==> src/rtl/ccff_chain_loader_if.sv <==
// ---------------------------------------------------------------------------
// ccff_chain_loader_if
//   Bitstream word channel feeding the configuration-chain loader.
//   A word moves on every clock edge where cfg_valid and cfg_ready are both
//   high. The producer holds cfg_data stable while cfg_valid is high and
//   cfg_ready is low.
//
//   Signals:
//     cfg_data  [WORD_W-1:0]  bitstream word, bit 0 is shifted first
//     cfg_valid               cfg_data carries a word
//     cfg_ready               loader takes the word this cycle
//
//   Modports:
//     master  bitstream source (drives data/valid, observes ready)
//     slave   loader side      (observes data/valid, drives ready)
// ---------------------------------------------------------------------------
interface ccff_chain_loader_if #(
   parameter int WORD_W = 8
);
   logic [WORD_W-1:0] cfg_data;
   logic              cfg_valid;
   logic              cfg_ready;

   modport master (
      output cfg_data,
      output cfg_valid,
      input  cfg_ready
   );

   modport slave (
      input  cfg_data,
      input  cfg_valid,
      output cfg_ready
   );
endinterface : ccff_chain_loader_if

==> src/rtl/ccff_chain_loader.sv <==
// ---------------------------------------------------------------------------
// ccff_chain_loader
//   Feeds a tile's configuration chain (ccff_head). Bitstream words arrive
//   over a valid/ready channel and are serialised LSB-first, one bit per
//   cycle. ccff_shift_en tells the external prog_clk gate that the chain must
//   capture ccff_head at the end of the cycle, so the chain only advances on
//   real data bits. After exactly CHAIN_LEN bits the loader pulses done.
//
//   Parameters:
//     CHAIN_LEN  total bits in the downstream chain (1..65535)
//     WORD_W     width of a bitstream word (1..32)
//
//   Ports:
//     prog_clk       configuration clock, rising edge
//     prog_reset     synchronous, active-high reset
//     start          begins a load when idle
//     abort          cancels an active load
//     cfg            word channel (slave side: cfg_data, cfg_valid, cfg_ready)
//     ccff_head      serial data into the chain (registered)
//     ccff_shift_en  chain captures ccff_head at the end of this cycle
//     ccff_tail      serial data returning from the chain's tail
//     busy           high while loading
//     done           one-cycle pulse when a load completes
//
//   Optional build macro CCFF_READBACK_CRC_EN adds:
//     wr_crc [15:0]  CRC-16-CCITT over every bit shifted into the chain
//     rb_crc [15:0]  same CRC over ccff_tail on the same cycles
//   Without the macro ccff_tail is not used.
// ---------------------------------------------------------------------------
module ccff_chain_loader #(
   parameter int CHAIN_LEN = 1024,
   parameter int WORD_W    = 8
) (
   input  logic               prog_clk,
   input  logic               prog_reset,
   input  logic               start,
   input  logic               abort,
   ccff_chain_loader_if.slave cfg,
   output logic               ccff_head,
   output logic               ccff_shift_en,
   input  logic               ccff_tail,
   output logic               busy,
   output logic               done
`ifdef CCFF_READBACK_CRC_EN
   ,
   output logic [15:0]        wr_crc,
   output logic [15:0]        rb_crc
`endif
);

   localparam int CNT_W = $clog2(CHAIN_LEN + 1);
   localparam int BC_W  = $clog2(WORD_W + 1);
   // Wide enough for any legal CHAIN_LEN; used for the "bits remaining" compare.
   localparam int CMP_W = 17;

   localparam logic [CNT_W-1:0] LEN_CNT   = CNT_W'(CHAIN_LEN);
   localparam logic [CNT_W-1:0] FINAL_IDX = CNT_W'(CHAIN_LEN - 1);
   localparam logic [BC_W-1:0]  FULL_WORD = BC_W'(WORD_W);

   typedef enum logic [1:0] {
      S_IDLE = 2'd0,
      S_LOAD = 2'd1,
      S_DONE = 2'd2
   } state_t;

   state_t             state_q,    state_d;
   logic [CNT_W-1:0]   bit_cnt_q,  bit_cnt_d;   // bits selected this load
   logic [WORD_W-1:0]  buf_q,      buf_d;       // word being serialised, next bit at [0]
   logic [BC_W-1:0]    buf_cnt_q,  buf_cnt_d;   // bits still to emit from buf_q
   logic               head_q,     head_d;
   logic               shift_en_q, shift_en_d;

   logic               emit;          // a bit is selected from the buffer this cycle
   logic               last_in_word;  // the selected bit is the last one used from buf_q
   logic [CMP_W-1:0]   bits_left;     // bits still owed to the chain, incl. this cycle's
   logic               ready;
   logic               take;

   // ------------------------------------------------------------------------
   // Handshake and bit selection
   // ------------------------------------------------------------------------
   always_comb begin
      emit         = (state_q == S_LOAD) && (buf_cnt_q != '0);
      // A partial final word ends at the chain's last bit, not at its MSB,
      // so the unused high bits are dropped with the buffer.
      last_in_word = emit && ((buf_cnt_q == BC_W'(1)) || (bit_cnt_q == FINAL_IDX));
      bits_left    = CMP_W'(CHAIN_LEN) - CMP_W'(bit_cnt_q);
      // Accept a word only into a free (or freeing) buffer, and only if the
      // chain still needs bits beyond those already buffered.
      ready        = (state_q == S_LOAD)
                     && ((buf_cnt_q == '0) || last_in_word)
                     && (bits_left > CMP_W'(buf_cnt_q));
      take         = ready && cfg.cfg_valid;
   end

   assign cfg.cfg_ready = ready;

   // ------------------------------------------------------------------------
   // Next-state logic
   // ------------------------------------------------------------------------
   // NOTE: every variable gets a default before the case statement so no
   // path leaves it unassigned; that is what keeps this block latch-free.
   always_comb begin
      state_d    = state_q;
      bit_cnt_d  = bit_cnt_q;
      buf_d      = buf_q;
      buf_cnt_d  = buf_cnt_q;
      head_d     = head_q;       // head holds its value through starvation
      shift_en_d = 1'b0;

      unique case (state_q)
         S_IDLE: begin
            if (start && !abort) begin
               state_d   = S_LOAD;
               bit_cnt_d = '0;
               buf_cnt_d = '0;
            end
         end

         S_LOAD: begin
            if (abort) begin
               // Flush; anything selected this cycle is never shown.
               state_d   = S_IDLE;
               buf_cnt_d = '0;
            end else begin
               if (emit) begin
                  head_d     = buf_q[0];
                  shift_en_d = 1'b1;
                  bit_cnt_d  = bit_cnt_q + 1'b1;
                  buf_d      = buf_q >> 1;
                  buf_cnt_d  = last_in_word ? '0 : buf_cnt_q - 1'b1;
               end
               // take only happens when the buffer is empty or emptying, so
               // the new word cleanly replaces it with no bubble.
               if (take) begin
                  buf_d     = cfg.cfg_data;
                  buf_cnt_d = FULL_WORD;
               end
               // The last bit was selected last cycle and is on ccff_head now;
               // done follows in the next cycle.
               if (bit_cnt_q == LEN_CNT) begin
                  state_d = S_DONE;
               end
            end
         end

         S_DONE: begin
            state_d = S_IDLE;
         end

         default: begin
            state_d = S_IDLE;
         end
      endcase
   end

   // ------------------------------------------------------------------------
   // State registers
   // ------------------------------------------------------------------------
   // NOTE: sequential state uses non-blocking assignments so every register
   // samples the pre-edge values, independent of statement order.
   always_ff @(posedge prog_clk) begin
      if (prog_reset) begin
         state_q    <= S_IDLE;
         bit_cnt_q  <= '0;
         buf_cnt_q  <= '0;
         head_q     <= 1'b0;
         shift_en_q <= 1'b0;
      end else begin
         state_q    <= state_d;
         bit_cnt_q  <= bit_cnt_d;
         buf_cnt_q  <= buf_cnt_d;
         head_q     <= head_d;
         shift_en_q <= shift_en_d;
      end
   end

   // NOTE: the word buffer payload is not reset; buf_cnt_q == 0 marks it
   // empty, so its contents are never observed before a word is loaded.
   always_ff @(posedge prog_clk) begin
      buf_q <= buf_d;
   end

   assign ccff_head     = head_q;
   assign ccff_shift_en = shift_en_q;
   assign busy          = (state_q == S_LOAD);
   assign done          = (state_q == S_DONE);

`ifdef CCFF_READBACK_CRC_EN
   // ------------------------------------------------------------------------
   // Readback CRC: bit-serial CRC-16-CCITT (poly 0x1021, init 0xFFFF).
   // wr_crc covers what goes into the chain; rb_crc covers what falls out of
   // its tail on the same cycles, i.e. the previous contents being displaced.
   // ------------------------------------------------------------------------
   function automatic logic [15:0] crc_step(input logic [15:0] crc, input logic din);
      logic fb;
      fb = crc[15] ^ din;
      return {crc[14:0], 1'b0} ^ (fb ? 16'h1021 : 16'h0000);
   endfunction

   logic [15:0] wr_crc_q;
   logic [15:0] rb_crc_q;

   always_ff @(posedge prog_clk) begin
      if (prog_reset || ((state_q == S_IDLE) && (state_d == S_LOAD))) begin
         wr_crc_q <= 16'hFFFF;
         rb_crc_q <= 16'hFFFF;
      end else if (shift_en_q) begin
         wr_crc_q <= crc_step(wr_crc_q, head_q);
         rb_crc_q <= crc_step(rb_crc_q, ccff_tail);
      end
   end

   assign wr_crc = wr_crc_q;
   assign rb_crc = rb_crc_q;
`else
   // Tail data is only meaningful to the readback CRC.
   logic unused_tail;
   assign unused_tail = ccff_tail;
`endif

endmodule : ccff_chain_loader

==> src/flat_wrapper.sv <==
// flat-port wrapper written by rule: the top's interface ports become plain ports
module ccff_chain_loader_flat 
#(
   parameter int CHAIN_LEN = 1024,
   parameter int WORD_W    = 8
)
  (prog_clk, prog_reset, start, abort, ccff_head, ccff_shift_en, ccff_tail, busy, done, cfg_cfg_data, cfg_cfg_valid, cfg_cfg_ready);
  ccff_chain_loader_if #(.WORD_W(WORD_W)) cfg_i ();
  input  logic prog_clk;
  input  logic prog_reset;
  input  logic start;
  input  logic abort;
  output logic ccff_head;
  output logic ccff_shift_en;
  input  logic ccff_tail;
  output logic busy;
  output logic done;
  input wire logic [$bits(cfg_i.cfg_data)-1:0] cfg_cfg_data;
  input wire logic [$bits(cfg_i.cfg_valid)-1:0] cfg_cfg_valid;
  output wire logic [$bits(cfg_i.cfg_ready)-1:0] cfg_cfg_ready;
  assign cfg_i.cfg_data = cfg_cfg_data;
  assign cfg_i.cfg_valid = cfg_cfg_valid;
  assign cfg_cfg_ready = cfg_i.cfg_ready;
  ccff_chain_loader #(.CHAIN_LEN(CHAIN_LEN), .WORD_W(WORD_W)) u_core (.prog_clk(prog_clk), .prog_reset(prog_reset), .start(start), .abort(abort), .cfg(cfg_i), .ccff_head(ccff_head), .ccff_shift_en(ccff_shift_en), .ccff_tail(ccff_tail), .busy(busy), .done(done));
endmodule
==> config.mk <==
export PLATFORM = sky130hd
export DESIGN_NAME = ccff_chain_loader_flat
export DESIGN_NICKNAME = d
export VERILOG_FILES = /design/src/rtl/ccff_chain_loader_if.sv /design/src/rtl/ccff_chain_loader.sv /design/src/flat_wrapper.sv
export SDC_FILE = /design/constraint.sdc
export NUM_CORES = 1
export LEC_CHECK = 0
export BUFFER_PORTS_ARGS = -buffer_cell sky130_fd_sc_hd__buf_2
export CAP_MARGIN = 10
export CORE_MARGIN = 3
export CORE_UTILIZATION = 25
export CTS_CLUSTER_SIZE = 8
export DETAILED_ROUTE_END_ITERATION = 8
export SKIP_LAST_GASP = 1
export SLEW_MARGIN = 20
export SYNTH_ARGS = -nofsm -noshare
export SYNTH_HDL_FRONTEND = slang
export SYNTH_SLANG_ARGS = --single-unit
==> constraint.sdc <==
create_clock -name prog_clk -period 9.15 [get_ports prog_clk]
set_input_delay 1.83 -clock prog_clk [delete_from_list [all_inputs] [get_ports prog_clk]]
set_output_delay 1.83 -clock prog_clk [all_outputs]
set_load 0.005 [all_outputs]
[Word-level counts from Yosys, hierarchy flattened]
Index checks and enable logic that the tools add are counted.
W data, S select, Z words.
Operators by class
  $add $sub $neg: 3
  order comparisons: 1
  eq/ne operators: 10
  mux-type cells: 17
  bitwise operators: 2
  reduce and logical (&&, ||, !) cells: 20
Operators by type and width (number)
  $mux W11: 3
  $pmux W11 S2: 1
  $mux W4: 5
  $gt A17 B4 Y1: 1
  $mux W8: 2
  $sub A11 B11 Y12 const A: 1
  $add A11 B1 Y11 const B: 1
  $eq A11 B10 Y1 const B: 1
  $eq A11 B11 Y1 const B: 1
  $reduce_and A3 Y1: 3
  $pmux W4 S2: 1
  $logic_and A1 B1 Y1: 6
  $mux W2: 3
  $eq A4 B1 Y1 const B: 1
  $logic_not A4 Y1: 1
  $ne A2 B1 Y1 const B: 2
  $ne A4 B2 Y1 const B: 1
  $pmux W2 S2: 1
  $reduce_and A4 Y1: 1
  $reduce_bool A2 Y1: 2
  $reduce_bool A4 Y1: 1
  $sub A4 B1 Y4 const B: 1
  $ne A3 B2 Y1 const B: 1
  $reduce_or A3 Y1: 1
  9 further kinds: 11
Storage, ports and cells
  flip-flop bits (word level): 27
  output and inout port bits: 5

[Longest topological paths before layout]
  word-level depth: 10
  gate-level depth with buffers: 9

[Worst setup path after synthesis]
No wires, ideal clock.
  path kind: register -> output
  from: reg u_core.bit_cnt_q[0]
  to: out cfg_cfg_ready
  arrival time: 2.273 ns
  required time: 7.320 ns
  path slack: 5.047 ns
  cell stages (with the launch flop): 9
  path buffers: 0
  path through: dfxtp_1 inv_1 ha_1 ha_1 nor2b_1 o211ai_1 a21oi_1 or4_4 o31a_1
On the way
  longest elaborated chain between the ends: 6
  elaborated cells on any way between the ends: 8
  those cells by class: add/sub: 1; order compare: 1; eq/ne: 1; reduce/logical: 5
Ends and longest elaborated chain
  from (decl): line ccff_chain_loader.sv:67  | logic [CNT_W-1:0] bit_cnt_q, bit_cnt_d;
  from (signal assigned): line ccff_chain_loader.sv:171  | bit_cnt_q <= bit_cnt_d;
  branches (longest 5 deep; another with $gt A17 B4 Y1)
  $logic_and A1 B1 Y1 *: line ccff_chain_loader.sv:92  | && (bits_left > CMP_W'(buf_cnt_q));
  to (decl): line flat_wrapper.sv:20  | output wire logic [$bits(cfg_i.cfg_ready)-1:0] cfg_cfg_ready;
Mark *: on every way between the ends.

[Final worst setup path]
Same ends and word-level chain as after synthesis.

==> flow_summary.html <==
<table>
<tr><th>Metric</th><th>Value</th></tr>
<tr><th colspan="2">Die</th></tr>
<tr><td>Floorplan die width</td><td>87.3 µm</td></tr>
<tr><td>Site row count</td><td>28</td></tr>
<tr><td>Core footprint</td><td>0.00617 mm²</td></tr>
<tr><td>Die span in y</td><td>87.3 µm</td></tr>
<tr><td>Total Die Area</td><td>0.00762 mm²</td></tr>
<tr><td>Initial cell density of the core</td><td>26.8%</td></tr>
<tr><td>Total I/O pin count</td><td>19</td></tr>
<tr><th colspan="2">Synthesis</th></tr>
<tr><td>Per-instance average area after synthesis</td><td>9.12 µm²</td></tr>
<tr><td>Fraction of registers with async set or reset after synthesis</td><td>0%</td></tr>
<tr><td>Fraction of the mapped netlist area in compound gates</td><td>11.4%</td></tr>
<tr><td>Top_reg_cell synth</td><td>dfxtp_1</td></tr>
<tr><td>EDFF count, synth</td><td>8</td></tr>
<tr><td>Synth warnings</td><td>0</td></tr>
<tr><td>Number of unique standard cell types used by synthesis</td><td>42</td></tr>
<tr><td>Share of synthesized cell area in full adder, half adder and majority cells</td><td>6.06%</td></tr>
<tr><td>Cells after Synth</td><td>181</td></tr>
<tr><td>Register area share after synthesis</td><td>37.6%</td></tr>
<tr><td>Synth Area in XOR/XNOR</td><td>6.89%</td></tr>
<tr><td>Dominant combinational cell family by area after synthesis</td><td>simple AND/OR/NAND/NOR gates</td></tr>
<tr><td>Fraction of the mapped netlist area in simple logic gates</td><td>25.5%</td></tr>
<tr><td>Mux cell area share after synthesis</td><td>7.95%</td></tr>
<tr><td>FF+latch count, synth</td><td>27</td></tr>
<tr><td>Syn_nets</td><td>203</td></tr>
<tr><td>Cell area after synthesis</td><td>0.00165 mm²</td></tr>
<tr><th colspan="2">Timing</th></tr>
<tr><td>Measured slew at the worst slew-check pin</td><td>782 ps</td></tr>
<tr><td>Count of final hold-check violations</td><td>0</td></tr>
<tr><td>Number of max-slew violations in the final report</td><td>0</td></tr>
<tr><td>Largest clock skew in the final design</td><td>5.37 ps</td></tr>
<tr><td>Post-layout minimum cycle time</td><td>4670 ps</td></tr>
<tr><td>Number of endpoints failing setup at the final stage</td><td>0</td></tr>
<tr><td>Crit share post-route</td><td>51.0%</td></tr>
<tr><td>RSZ-0062 raised after global routing</td><td>false</td></tr>
<tr><td>Relative slew margins</td><td>47.9%</td></tr>
<tr><td>Sum of negative setup slack</td><td>0 ps</td></tr>
<tr><td>Max Clk Rate</td><td>214 MHz</td></tr>
<tr><td>Final worst slack</td><td>4480 ps</td></tr>
<tr><th colspan="2">Hold path</th></tr>
<tr><td>Number of instances on the worst hold path</td><td>2</td></tr>
<tr><td>Worst min-delay path startpoint</td><td>u_core.buf_cnt_q[1]</td></tr>
<tr><td>Terminating pin of the worst hold path</td><td>u_core.buf_cnt_q[1]</td></tr>
<tr><td>Class of the most critical hold timing path</td><td>reg -&gt; reg</td></tr>
<tr><th colspan="2">Setup path</th></tr>
<tr><td>Worst setup path class</td><td>reg -&gt; out</td></tr>
<tr><td>Worst setup EP type</td><td>output port</td></tr>
<tr><td>Required @ worst endpoint</td><td>7320 ps</td></tr>
<tr><td>Crit path max fanout</td><td>6</td></tr>
<tr><td>Worst reg-to-reg path cell count</td><td>9</td></tr>
<tr><td>Arrival time of the worst setup path</td><td>2840 ps</td></tr>
<tr><td>Minimum setup slack among reg-to-reg paths</td><td>5790 ps</td></tr>
<tr><td>Reg-to-reg startpoint</td><td>u_core.bit_cnt_q[0]</td></tr>
<tr><td>Setup crit start kind</td><td>flip-flop</td></tr>
<tr><td>Critical Path Source</td><td>u_core.bit_cnt_q[0]</td></tr>
<tr><td>Reg-to-reg endpoint</td><td>u_core.buf_q[7]</td></tr>
<tr><th colspan="2">Place</th></tr>
<tr><td>Placement Setup Slack</td><td>4790 ps</td></tr>
<tr><td>RD Place Congestion</td><td>0.811</td></tr>
<tr><td>Standard cell area after detailed placement</td><td>0.00178 mm²</td></tr>
<tr><td>Final HPWL DP</td><td>2620 µm</td></tr>
<tr><td># placed instances</td><td>265</td></tr>
<tr><td>PortBufs</td><td>17</td></tr>
<tr><th colspan="2">Detailed routing</th></tr>
<tr><td>Number of search-and-repair iterations in the first detailed-routing pass</td><td>4</td></tr>
<tr><td>Per-cell via count in the routed design</td><td>4.94</td></tr>
<tr><td>Wire length reported by the detailed router</td><td>3400 µm</td></tr>
<tr><td>Iteration-0 DRC count of the detailed router</td><td>104</td></tr>
<tr><td>Drt drc</td><td>0</td></tr>
<tr><td>Remaining number of nets flagged by the antenna check after routing</td><td>0</td></tr>
<tr><td>Via count</td><td>1,328</td></tr>
<tr><td>Wirelength per Cell</td><td>12.6 µm</td></tr>
<tr><th colspan="2">Clock network</th></tr>
<tr><td>CTS resizes</td><td>0</td></tr>
<tr><td>Maximum count of clock buffers along a single path</td><td>2</td></tr>
<tr><td>Sinks on Clock Net</td><td>27</td></tr>
<tr><td>TritonCTS clock tree</td><td>done</td></tr>
<tr><td>Level count of the clock H-tree</td><td>1</td></tr>
<tr><td>Clock latency on the worst-skew pair</td><td>270 ps</td></tr>
<tr><td>Clock tree root buffer cell</td><td>clkbuf_8</td></tr>
<tr><td>Post-CTS Setup Inserts</td><td>0</td></tr>
<tr><td>Clock-pin slew of the registers on the worst-case setup and hold paths</td><td>90 ps</td></tr>
<tr><td>Number of CTS-inserted buffers</td><td>3</td></tr>
<tr><td>Cts hold-fix bufs</td><td>0</td></tr>
<tr><th colspan="2">GRT</th></tr>
<tr><td>Number of global-route vias before repair</td><td>1,160</td></tr>
<tr><td>Overall fraction of global-route tracks in use</td><td>9.15%</td></tr>
<tr><td>Maximum number of pins on one net before global-route repair</td><td>15</td></tr>
<tr><td>Residual overflow from global routing</td><td>0</td></tr>
<tr><td>First-pass GRT wire length</td><td>5590 µm</td></tr>
<tr><td>Antenna violations before repair</td><td>0</td></tr>
<tr><th colspan="2">Cells and area</th></tr>
<tr><td>Proportion of layout cells with a drive suffix above 1</td><td>18.0%</td></tr>
<tr><td>Layout fillers</td><td>663</td></tr>
<tr><td>Layout Cells excl Fill</td><td>269</td></tr>
<tr><td>Post-synthesis to final-layout area growth</td><td>10.8%</td></tr>
<tr><td>Diodes inserted</td><td>0</td></tr>
<tr><td>Number of nets in the final layout</td><td>217</td></tr>
<tr><td>Cell area after layout</td><td>0.00183 mm²</td></tr>
<tr><th colspan="2">Power</th></tr>
<tr><td>Portion of total power attributed to the clock network</td><td>33.9%</td></tr>
<tr><td>Switching Power</td><td>44.7 µW</td></tr>
<tr><td>Combinational cell fraction of total power</td><td>5.7%</td></tr>
<tr><td>Peak ir drop on the vdd network</td><td>0.0000448 V</td></tr>
<tr><td>Portion of total power attributed to sequential cells</td><td>60.4%</td></tr>
<tr><td>Internal power contribution</td><td>159 µW</td></tr>
<tr><td>Total power consumption of the routed design</td><td>204 µW</td></tr>
<tr><td>Leak</td><td>0.666 nW</td></tr>
<tr><td>Pwr/cell area</td><td>111 mW/mm²</td></tr>
<tr><td>Net Sw Frac</td><td>21.9%</td></tr>
<tr><th colspan="2">Run status</th></tr>
<tr><td>Result of the run</td><td>complete, no violations</td></tr>
<tr><th colspan="2">Flow run</th></tr>
<tr><td>Number of maximum-capacitance violations</td><td>0</td></tr>
</table>
-- registers in the layout, summed over array words and instances (netlist names) --
signal,cells
u_core.buf_q,8
u_core.bit_cnt_q,11
u_core.ccff_head,1
u_core.ccff_shift_en,1
u_core.buf_cnt_q,4
u_core.state_q,2
-- routing by layer --
| layer | wire length, µm | global-route usage (%) | vias to the layer above |
|---|---|---|---|
| met5 | 0 | 0 | - |
| met4 | 14 | 1.26 | 0 |
| met3 | 156 | 2.65 | 3 |
| met2 | 1440 | 13.3 | 27 |
| met1 | 1790 | 13.6 | 618 |
| li1 | - | - | 680 |
-- Yosys cell counts (3+ instances only) --
library cell	number	area (µm²)
xnor2_1	6	52.6
nor3_1	8	40.0
and4_1	3	26.3
nand2_1	10	37.5
mux2_2	9	101
nand3_1	8	40.0
inv_1	8	30.0
ha_1	8	100
edfxtp_1	8	240
dfxtp_1	19	380
o21ai_0	6	30.0
mux2i_1	3	30.0
nor2_1	24	90.1
clkbuf_1	3	11.3
nor2b_1	4	25.0
nor4_1	4	25.0
xor2_1	7	61.3
a21oi_1	11	55.1
-- layout by cell type (no fill, tap or decap), types with 9 or more instances in the layout --
| master | Yosys | final |
|---|---|---|
| a21oi_1 | 11 | 11 |
| buf_2 | 1 | 17 |
| dfxtp_1 | 19 | 19 |
| mux2_2 | 9 | 9 |
| nand2_1 | 10 | 10 |
| nor2_1 | 24 | 24 |
-- worst max-delay path: stages, from the launching register on --
cell	delay, ps
dfxtp_1	430
inv_1	120
ha_1	300
xnor2_1	160
ha_1	310
and4_1	190
a21oi_1	40
or4_4	550
o31a_1	330
buf_2	130
-- cell type report --
class | count | area (µm²) | share of cell area [%]
clock buffer | 4 | 45.0 | 2.46
inverter | 8 | 30.0 | 1.64
multi-input combinational | 138 | 955 | 52.2
sequential | 27 | 621 | 33.9
tap | 75 | 93.8 | 5.13
timing repair buffer | 17 | 85.1 | 4.65
-- cell families after synthesis --
logic type               count (synthesis)
buffers and inverters                   16
AND/OR/NAND/NOR                         77
multiplexers                            12
XOR/XNOR                                13
flip-flops                              27
adder cells (fa/ha/maj)                  8
AO/OA/AOI/OAI                           28
-- power groups by stage --
stage	sequential [mW]	combinational [mW]	clock (mW)
after floorplan	0.126	0.00663	0
after global placement	0.126	0.0116	0
after detailed placement	0.126	0.0117	0
after CTS	0.123	0.0117	0.0734
after global routing	0.123	0.0130	0.0772
final	0.123	0.0115	0.0691
-- stage by stage --
stage               hold slack (ps)  util [%]
finish                          501      29.7
global route                    531      29.7
global placement                470      28.9
detailed placement              496      28.9
CTS                             504      29.7
floorplan                       456         -
-- worst max path at each step --
stage,cells past startpoint,slack [ps],endpoint
finish,9,4480,cfg_cfg_ready
detailed placement,9,4790,cfg_cfg_ready
CTS,9,4460,cfg_cfg_ready
global route,9,4290,cfg_cfg_ready
global placement,9,4800,cfg_cfg_ready
floorplan,8,5050,cfg_cfg_ready
Note: power is estimated with default switching activity, not from simulation.
